File: src/rtl/cp0_exception_unit.sv
// cp0_exception_unit
// Memory-stage coprocessor 0 for the 5-stage MIPS pipeline.
// It decides whether to take an exception or interrupt and raises Req to flush the pipeline.
// It holds SR (12), Cause (13), EPC (14) and PRId (15), and serves mtc0, mfc0 and eret.
// Optional feature macro: CP0_TIMER_EN adds Count (9), Compare (11) and the IP7 timer interrupt.
module cp0_exception_unit #(
    parameter logic [31:0] PRID = 32'h0018_0001
) (
    input  logic        clk,
    input  logic        RESET,
    input  logic        M_BD,
    input  logic [31:0] M_VPC,
    input  logic [4:0]  M_ExcCode,
    input  logic [5:0]  HWInt,
    input  logic        M_CP0_WE,
    input  logic [4:0]  M_CP0_Addr,
    input  logic [31:0] M_CP0_WD,
    input  logic        M_eret,
    output logic [31:0] CP0_RD,
    output logic [31:0] EPCOut,
    output logic        Req
);

    localparam logic [4:0] ADDR_COUNT   = 5'd9;
    localparam logic [4:0] ADDR_COMPARE = 5'd11;
    localparam logic [4:0] ADDR_SR      = 5'd12;
    localparam logic [4:0] ADDR_CAUSE   = 5'd13;
    localparam logic [4:0] ADDR_EPC     = 5'd14;
    localparam logic [4:0] ADDR_PRID    = 5'd15;

    // Status register fields
    logic [5:0]  sr_im;
    logic        sr_exl;
    logic        sr_ie;

    // Cause register fields
    logic        cause_bd;
    logic [5:0]  cause_ip;
    logic [4:0]  cause_exc;

    logic [31:0] epc;
    logic        timer_ip7;

    logic [5:0]  ip_next;
    logic        int_req;
    logic        exc_req;
    logic        wr_en;
    logic [31:0] sr_value;
    logic [31:0] sr_wd;
    logic [31:0] cause_value;
    logic [31:0] epc_target;

    assign ip_next     = {timer_ip7 | HWInt[5], HWInt[4:0]};
    assign int_req     = (|(ip_next & sr_im)) & sr_ie & ~sr_exl;
    assign exc_req     = (M_ExcCode != 5'd0) & ~sr_exl;
    assign Req         = int_req | exc_req;
    assign wr_en       = M_CP0_WE & ~Req;

    assign sr_value    = {16'b0, sr_im, 8'b0, sr_exl, sr_ie};
    assign sr_wd       = {16'b0, M_CP0_WD[15:10], 8'b0, M_CP0_WD[1:0]};
    assign cause_value = {cause_bd, 15'b0, cause_ip, 3'b0, cause_exc, 2'b0};
    assign epc_target  = M_BD ? (M_VPC - 32'd4) : M_VPC;

`ifdef CP0_TIMER_EN
    logic [31:0] count;
    logic [31:0] compare;
    logic [31:0] count_next;

    assign count_next = (wr_en && M_CP0_Addr == ADDR_COUNT) ? M_CP0_WD : count + 32'd1;

    // Free-running Count, writable Compare, and the IP7 match flag (a Compare write clears it)
    always_ff @(posedge clk) begin
        if (RESET) begin
            count     <= 32'd0;
            compare   <= 32'd0;
            timer_ip7 <= 1'b0;
        end else begin
            count <= count_next;
            if (wr_en && M_CP0_Addr == ADDR_COMPARE) begin
                compare   <= M_CP0_WD;
                timer_ip7 <= 1'b0;
            end else if (count_next == compare && compare != 32'd0) begin
                timer_ip7 <= 1'b1;
            end
        end
    end
`else
    assign timer_ip7 = 1'b0;
`endif

    // mfc0 read mux; a same-cycle mtc0 to the addressed register is forwarded
    always_comb begin
        CP0_RD = 32'd0;
        case (M_CP0_Addr)
            ADDR_SR:      CP0_RD = M_CP0_WE ? sr_wd : sr_value;
            ADDR_CAUSE:   CP0_RD = cause_value;
            ADDR_EPC:     CP0_RD = M_CP0_WE ? M_CP0_WD : epc;
            ADDR_PRID:    CP0_RD = PRID;
`ifdef CP0_TIMER_EN
            ADDR_COUNT:   CP0_RD = M_CP0_WE ? M_CP0_WD : count;
            ADDR_COMPARE: CP0_RD = M_CP0_WE ? M_CP0_WD : compare;
`endif
            default:      CP0_RD = 32'd0;
        endcase
    end

    // eret target, forwarding a same-cycle mtc0 to EPC
    always_comb begin
        EPCOut = epc;
        if (M_CP0_WE && M_CP0_Addr == ADDR_EPC) begin
            EPCOut = M_CP0_WD;
        end
    end

    // Architectural state: exception entry has priority over mtc0/eret in the same cycle
    always_ff @(posedge clk) begin
        if (RESET) begin
            sr_im     <= 6'd0;
            sr_exl    <= 1'b0;
            sr_ie     <= 1'b0;
            cause_bd  <= 1'b0;
            cause_ip  <= 6'd0;
            cause_exc <= 5'd0;
            epc       <= 32'd0;
        end else begin
            cause_ip <= ip_next;
            if (Req) begin
                sr_exl    <= 1'b1;
                cause_bd  <= M_BD;
                cause_exc <= int_req ? 5'd0 : M_ExcCode;
                epc       <= epc_target;
            end else begin
                if (wr_en && M_CP0_Addr == ADDR_SR) begin
                    sr_im  <= M_CP0_WD[15:10];
                    sr_exl <= M_CP0_WD[1];
                    sr_ie  <= M_CP0_WD[0];
                end
                if (wr_en && M_CP0_Addr == ADDR_EPC) begin
                    epc <= M_CP0_WD;
                end
                if (M_eret) begin
                    sr_exl <= 1'b0;
                end
            end
        end
    end

endmodule

File: config.mk
export PLATFORM = sky130hd
export DESIGN_NAME = cp0_exception_unit
export DESIGN_NICKNAME = d
export VERILOG_FILES = /design/src/rtl/cp0_exception_unit.sv
export SDC_FILE = /design/constraint.sdc
export NUM_CORES = 1
export LEC_CHECK = 0
export CORE_ASPECT_RATIO = 0.9
export CORE_MARGIN = 2
export CORE_UTILIZATION = 30
export CTS_BUF_LIST = sky130_fd_sc_hd__clkbuf_4 sky130_fd_sc_hd__clkbuf_8
export DETAILED_ROUTE_END_ITERATION = 10
export PLACE_DENSITY = 0.63
export SLEW_MARGIN = 0
export SYNTH_ARGS = -nofsm -noshare
export SYNTH_HDL_FRONTEND = slang
export SYNTH_SLANG_ARGS = --single-unit
export TNS_END_PERCENT = 1
File: constraint.sdc
create_clock -name clk -period 4.15 [get_ports clk]
set_clock_uncertainty 0.05 [all_clocks]
set_input_delay 0.83 -clock clk [delete_from_list [all_inputs] [get_ports clk]]
set_output_delay 0.83 -clock clk [all_outputs]
set_load 0.005 [all_outputs]
# Yosys cells after proc, flatten, opt, wreduce, memory -nomap -nowiden
# Cells that the tools add are included.
[op_classes] eq_ne=4 n_bitwise=8 n_mux=11 n_reduce_logical=8 add_sub_neg=1
[ops] cell="2-to-1 mux 32 bit" count=5
[ops] cell="case mux 32 bit (4 select lines)" count=1
[ops] cell="subtractor 32 x 3 -> 32 bit (second input constant)" count=1
[ops] cell="equality test 5 x 4 -> 1 bit (second input constant)" count=4
[ops] cell="2-to-1 mux 16 bit" count=1
[ops] cell="bitwise AND 6 bit" count=1
[ops] cell="OR reduction 6 bit" count=1
[ops] cell="2-to-1 mux 5 bit" count=1
[ops] cell="nonzero test 5 bit" count=1
[ops] cell="bitwise AND 1 bit" count=4
[ops] cell="logical AND 1 bit" count=3
[ops] cell="2-to-1 mux 1 bit" count=3
[ops] cell="nonzero test 3 bit" count=1
[ops] cell="NOT 1 bit" count=2
[ops] cell="AND reduction 2 bit" count=1
[ops] cell="nonzero test 2 bit" count=1
[ops] cell="bitwise OR 1 bit" count=1
[word_totals] input_bits=85 regBits=52 out_inout_bits=65

# Depth between registers and ports, before layout
[logic_depth] depth_word=11 ltp_mapped=7 depth_no_buf=7

# Worst setup path after synthesis
# Ideal clock, no wire load.
[synth_path] path_kind="input to output" start="in M_CP0_Addr[1]" end="out CP0_RD[2]" t_arrival_ps=2453 setup_slack_ps=817 stages=7 required_ps=3270 cell_sequence="clkbuf_1 > nand4b_1 > nor2_1 > buf_2 > clkbuf_1 > a222oi_1 > inv_1"
[synth_between] elab_chain_len=2 word_cells_on_any_way=5 cone_classes="eq/ne (4); mux (1)"
[synth_lines] item="from (decl)" line="16" rtl="input logic [4:0] M_CP0_Addr,"
[synth_lines] item="equality test 5 x 4 -> 1 bit" line="94" rtl="case (M_CP0_Addr)"
[synth_lines] item="case mux 32 bit (4 select lines) (*)" line="94"
[synth_lines] item="to (decl)" line="19" rtl="output logic [31:0] CP0_RD,"
# Mark *: on every way between the ends. The rest lies on a longest branch, timed or not.

# Final worst setup path
[layout_path] start="in M_CP0_Addr[1]" end="out CP0_RD[6]"
# The elaborated chain is that of the path after synthesis.

==> flow_metrics.py <==
metrics = {
    "yosys": {
        "synth_top_cell_by_area": "dfxtp_1",
        "async_flop_share_pct": 0,
        "synth_warnings": 0,
        "syn_nets": 481,
        "synth_edf_count": 0,
        "synth_ff_type": "dfxtp_1",
        "netlist_area_um2": 3360,
        "synth_seq_area_share_pct": 31.0,
        "avgSynthCellArea_um2": 8.51,
        "ys_top_cells_by_area": "dfxtp_1 (31%), mux2_2 (8.7%), nor2_1 (6.4%)",
        "synth_top_area_share_pct": 31.0,
        "synth_commonest_cells": "nor2_1 (57), dfxtp_1 (52), mux2_2 (26)",
        "synth_cell_types": 53,
        "ys_ff_latch": 52,
        "yosysMostFrequentCell": "nor2_1",
        "netlist_instances": 395,
    },
    "timing": {
        "fmax_mhz": 259,
        "setup_viol": 0,
        "slew_headroom_pct": 30.5,
        "hold_viol": 0,
        "finalCritPeriodShare_pct": 92.9,
        "tightest_slew_ps": 1040,
        "fin_crit_ps": 3860,
        "grt_setup_unrepaired": "false",
        "fin_tns_setup_ps": 0,
        "slew_violations": 0,
    },
    "cts": {
        "cts_tree": "done",
        "cts_root_buf": "clkbuf_8",
        "insertion_delay_ps": 310,
        "clk_pin_slew_worst_paths_ps": 90,
        "clock_sinks": 52,
        "numCtsBuffers": 5,
        "cts_hold_buf": 0,
        "htree_num_levels": 2,
        "cts_buffer_depth": 2,
        "postCtsSetupBuffers": 0,
    },
    "hold_path": {
        "hold_path.class": "reg -> reg",
    },
    "power": {
        "ir_drop_uv": 145,
        "p_leak_nw": 1.86,
        "pwr_density_cell_nw_per_um2": 247,
    },
    "final_layout": {
        "final_cells": 692,
        "drive_gt1_share_pct": 13.3,
        "nets": 625,
        "nFillCells": 1067,
        "n_antenna_cell": 0,
        "syn_to_final_growth_pct": 54.7,
    },
    "floorplan": {
        "die_w_um": 116,
        "die-area_um2": 12100,
        "start_util_pct": 31.0,
        "core_um2": 10900,
        "die_h_um": 104,
        "ios": 150,
        "num_rows": 36,
    },
    "grt": {
        "grt_max_degree": 60,
        "grt_pass1_wl_mm": 17.8,
        "track_usage_pct": 18.3,
        "grt_antenna_before_repair": 0,
        "grt_overflow": 0,
        "grt_pass1_vias": 3496,
    },
    "critical_path": {
        "slowest_delay_ps": 500,
        "endpoint_kind": "output port",
        "worst-path-max-fanout": 13,
        "startpoint_type": "input pin",
        "slowest_stage": "clkdlybuf4s50_1",
        "crit_required_ps": 3270,
        "cp_cell_sequence": "clkdlybuf4s50_1 -> nand4b_1 -> buf_4 -> nor3_2 -> buf_4 -> a222oi_1 -> inv_1 -> clkdlybuf4s50_1",
        "cp.arrival_ps": 2980,
        "path_class": "in -> out",
    },
    "place": {
        "io_buffers": 149,
        "gp_congestion": 0.821,
        "dpl.cell_count": 684,
        "hpwl_mm": 8.59,
    },
    "routing": {
        "vias_per_cell": 5.09,
        "wl_per_cell_um": 16.3,
        "drtIter0Drc": 118,
        "dr.pass1.iters": 5,
        "wirelength_mm": 11.3,
        "ant_nets": 0,
        "post-route-drc-count": 0,
        "vias": 3519,
    },
    "outcome": {
        "status": "finished, final reports clean",
    },
    "job": {
        "drv_cap": 0,
    },
}
[kinds of logic (layout without fill, tap and decap cells)]
logic type                 count (synthesis)  count (layout)  synth area share [%]
xor gates and xnor gates                  25              25                  6.51
buffers and inverters                     39             184                  4.76
adders and majority gates                  1               1                 0.372
DFF                                       52              52                  31.0
AOI/OAI and AO/OA                         85              85                  19.9
and+or+nand+nor                          152             152                  24.2
muxes                                     41              41                  13.4
[cell usage in the layout (no fill, tap or decap), types with 5 or more instances in the layout]
cell type and count:
or3_1 6, nor4_1 5, xor2_1 6, a22o_1 16, clkdlybuf4s50_1 148, mux2_2 26
a222oi_1 10, xnor2_1 19, dfxtp_1 52, mux2_1 5, nor2b_1 9, mux2i_1 10
a22oi_1 5, buf_4 16, a21oi_1 10, a211oi_1 25, nand2_1 25, clkbuf_8 6
nor2_1 56, inv_1 9, nor3b_1 5, nor3_1 15
[per-stage QoR]
stage / setup slack, ps / hold slack, ps / cell area, um2 / utilization (%) / total power [W]
floorplan: 817 / 387 / 3360 / - / 0.000711
CTS: 154 / 419 / 5200 / 47.9 / 0.00130
detailed placement: 117 / 404 / 5070 / 46.7 / 0.000918
global placement: 179 / 401 / 5070 / 46.7 / 0.000915
global route: 185 / 452 / 5200 / 47.9 / 0.00136
finish: 294 / 417 / 5200 / 47.9 / 0.00129
[registers in the layout (all words and copies together), names as in the netlist]
signal,count
epc,32
sr_exl,1
cause_exc,5
sr_ie,1
sr_im,6
cause_ip,6
cause_bd,1
[metal layers]
layer	GRT usage, %	wire (um)	up-vias
li1	-	-	1758
met1	24.4	5150	1633
met2	29.2	5130	118
met3	5.13	903	10
met5	0	0	-
met4	4.08	108	0
[critical path: cells and delay by family]
family / cells / cell delay (ps)
AOI/OAI and AO/OA: 1 / 110
buffers and inverters: 5 / 1600
and+or+nand+nor: 2 / 430
[area by class of cell]
type | count | area (um2) | area share, %
multi-input cells | 304 | 2190 | 42.0
repair buffers | 166 | 1630 | 31.3
flip-flops and latches | 52 | 1040 | 20.0
well taps | 152 | 190 | 3.66
clock buffers | 6 | 82.6 | 1.59
clock inverters | 2 | 38.8 | 0.746
inverters | 10 | 37.5 | 0.722
[where the power goes]
| group | internal, W | switching (W) | total (W) |
|---|---|---|---|
| Sequential | 0.000537 | 0.0000195 | 0.000556 |
| Combinational | 0.000204 | 0.000147 | 0.000351 |
| Clock | 0.000198 | 0.000180 | 0.000378 |
| Total | 0.000939 | 0.000347 | 0.00129 |
[worst paths after layout]
check | startpoint | end | slack, ps | cells after the start
worst max-delay path | M_CP0_Addr[1] | CP0_RD[6] | 290 | 8
worst max register to register | sr_im[1]$_SDFFE_PP0P_ | epc[15]$_SDFFE_PP0P_ | 1800 | 7
worst min register to register | cause_bd$_SDFFE_PP0N_ | cause_bd$_SDFFE_PP0N_ | 420 | 2
worst min-delay path | cause_bd$_SDFFE_PP0N_ | cause_bd$_SDFFE_PP0N_ | 420 | 2
[repair_timing]
action                                 CTS  global route
endpoints found under the hold margin    0             0
gates resized for setup                  0             1
setup endpoints to repair                0             2
(Power assumes the default switching activity.)
==> edit (same settings) <==
Register the inputs `M_BD`, `M_VPC`, `M_ExcCode`, `HWInt` and `M_eret` before use, cleared by the reset. The logic sees them one clock later. The other inputs are not delayed to match.
--- a/src/rtl/cp0_exception_unit.sv
+++ b/src/rtl/cp0_exception_unit.sv
@@ -29,4 +29,26 @@
     localparam logic [4:0] ADDR_PRID    = 5'd15;
 
+    logic M_BD_q;
+    logic [31:0] M_VPC_q;
+    logic [4:0] M_ExcCode_q;
+    logic [5:0] HWInt_q;
+    logic M_eret_q;
+
+    always_ff @(posedge clk) begin
+        if (RESET) begin
+            M_BD_q      <= '0;
+            M_VPC_q     <= '0;
+            M_ExcCode_q <= '0;
+            HWInt_q     <= '0;
+            M_eret_q    <= '0;
+        end else begin
+            M_BD_q      <= M_BD;
+            M_VPC_q     <= M_VPC;
+            M_ExcCode_q <= M_ExcCode;
+            HWInt_q     <= HWInt;
+            M_eret_q    <= M_eret;
+        end
+    end
+
     // Status register fields
     logic [5:0]  sr_im;
@@ -51,7 +73,7 @@
     logic [31:0] epc_target;
 
-    assign ip_next     = {timer_ip7 | HWInt[5], HWInt[4:0]};
+    assign ip_next     = {timer_ip7 | HWInt_q[5], HWInt_q[4:0]};
     assign int_req     = (|(ip_next & sr_im)) & sr_ie & ~sr_exl;
-    assign exc_req     = (M_ExcCode != 5'd0) & ~sr_exl;
+    assign exc_req     = (M_ExcCode_q != 5'd0) & ~sr_exl;
     assign Req         = int_req | exc_req;
     assign wr_en       = M_CP0_WE & ~Req;
@@ -60,5 +82,5 @@
     assign sr_wd       = {16'b0, M_CP0_WD[15:10], 8'b0, M_CP0_WD[1:0]};
     assign cause_value = {cause_bd, 15'b0, cause_ip, 3'b0, cause_exc, 2'b0};
-    assign epc_target  = M_BD ? (M_VPC - 32'd4) : M_VPC;
+    assign epc_target  = M_BD_q ? (M_VPC_q - 32'd4) : M_VPC_q;
 
 `ifdef CP0_TIMER_EN
@@ -127,6 +149,6 @@
             if (Req) begin
                 sr_exl    <= 1'b1;
-                cause_bd  <= M_BD;
-                cause_exc <= int_req ? 5'd0 : M_ExcCode;
+                cause_bd  <= M_BD_q;
+                cause_exc <= int_req ? 5'd0 : M_ExcCode_q;
                 epc       <= epc_target;
             end else begin
@@ -139,5 +161,5 @@
                     epc <= M_CP0_WD;
                 end
-                if (M_eret) begin
+                if (M_eret_q) begin
                     sr_exl <= 1'b0;
                 end
Function: changed (a bounded check fails within 4 cycles, from zero or initial values and one cycle with RESET high).
==> edit against the unedited design <==
  * Fmax is 0.22% lower
  * Critical path depth down 1
  * Sequential share of layout area is 8.4 points higher
  * Power is 68% higher
  * Non-clock buffer count fell by 3
  * Via count is 43% higher
  * Sequential cell count rose by 45
  * Routed wire length up 47%
  * Cell area increased by 32%
  * Synthesized area up 46%
  * Combinational power increased by 31%
  * Die area increased by 44%
  * Setup slack worse by 8.6 ps
  * Largest power group unchanged
  * Highest routed layer unchanged
==> edit: results (changes against the unedited design) <==
run_status:
  status: "complete, no violations"  # unchanged
logic_synthesis:
  synthesis.nets: 655  # was 481
  synthXorXnorAreaFrac_pct: 1.25  # was 6.51%
  synth.area.mux_share_pct: 1.43  # was 13.4%
  synth_fa_ha_area_share_pct: 0.255  # was 0.372%
  synth_common_cells: "dfxtp_1, nand2_1, nor2b_1"  # was nor2_1, dfxtp_1, mux2_2
  synth.avg_cell_area_sq_um: 8.61  # was 8.51 sq um
  yosysSeqAreaShare_pct: 39.6  # was 31.0%
  synth_cell_type_count: 57  # was 53
  synth_area_leaders: "dfxtp_1, nor2b_1, nand2_1"  # was dfxtp_1, mux2_2, nor2_1
  synth_compound_area_share_pct: 25.1  # was 19.9%
route:
  drt_first_pass_iters: 5  # unchanged
  first_iter_violations: 389  # was 118
  via_per_inst: 5.54  # was 5.09
  detail_route.wl_per_cell_microns: 18.3  # was 16.3 microns
global_routing:
  grt_pass1_vias: 4866  # was 3,496
  grt_pass1_wl_microns: 26200  # was 17,800 microns
  grt_util_all_layers_pct: 18.8  # was 18.3%
  grt_max_degree: 52  # was 60
  antenna_found_initial: 0  # unchanged
cts:
  cts_buffers: 9  # was 5
  htreeDepth: 3  # was 2
  clkLatencyLatePin_ps: 380  # was 310 ps
layout:
  drive_gt1_share_pct: 8.96  # was 13.3%
  design.final.nets: 784  # was 625
  stdcell_area_sq_um: 6840  # was 5200 sq um
  fill_cells: 1597  # was 1,067
  reg_top3: "M_VPC_q: 32 flops, epc: 32 flops"  # was epc: 32 flops, cause_ip: 6 flops, sr_im: 6 flops
  finalNonFillerCells: 910  # was 692
setup_path:
  crit_fanout: 11  # was 13
  slowest_delay_ps: 560  # was 500 ps
power_and_ir_drop:
  leakage_nw: 2.66  # was 1.86 nW
place:
  pre_cts_slack_ps: 321  # was 117 ps
  place_area_sq_um: 6630  # was 5070 sq um
  place.gp.congestion: 0.858  # was 0.821
  port_buffers: 149  # unchanged
  dp.cells: 894  # was 684
  hpwl_microns: 12300  # was 8590 microns
timing:
  max_slew_margin_pct: 17.3  # was 30.5%
-- edit: layout make-up --
cell class | instances | area [sq um] | area share [%]
flip-flops and latches | 97 | 1940 | 28.4
clock buffers | 9 | 124 | 1.81
clock inverters | 7 | 85.1 | 1.24
repair buffers | 163 | 1630 | 23.8
well taps | 207 | 259 | 3.78
multi-input cells | 421 | 2780 | 40.6
inverters | 6 | 22.5 | 0.329
-- edit: worst paths after layout --
| check | startpoint | to | slack, ps | depth (start not counted) |
|---|---|---|---|---|
| hold / removal | HWInt_q[1] | cause_ip[1] | 420 | 1 |
| setup / recovery | M_CP0_Addr[4] | CP0_RD[12] | 290 | 7 |
| setup reg to reg | M_VPC_q[19] | epc[24] | 1470 | 4 |
| hold reg to reg | HWInt_q[1] | cause_ip[1] | 420 | 1 |
-- edit: cell families (layout without fill, tap and decap cells) --
group	Yosys count	after routing
and+or+nand+nor	241	241
AOI/OAI and AO/OA	165	165
DFF	97	97
buffers and inverters	51	185
xor gates and xnor gates	7	7
muxes	7	7
adders and majority gates	1	1
-- edit: per-layer routing --
metal / global-route usage [%] / up-vias / part of all wire, %
met3: 4.63 / 29 / 7.7
met5: 0 / - / 0
met1: 26.0 / 2378 / 46
met2: 29.3 / 254 / 44
li1: - / 2383 / -
met4: 5.59 / 0 / 2.0
-- edit: power breakdown --
part | internal, mW | switching [mW] | total (mW)
Combinational | 0.249 | 0.211 | 0.461
Clock | 0.291 | 0.358 | 0.648
Sequential | 0.998 | 0.0505 | 1.05
Total | 1.54 | 0.619 | 2.16
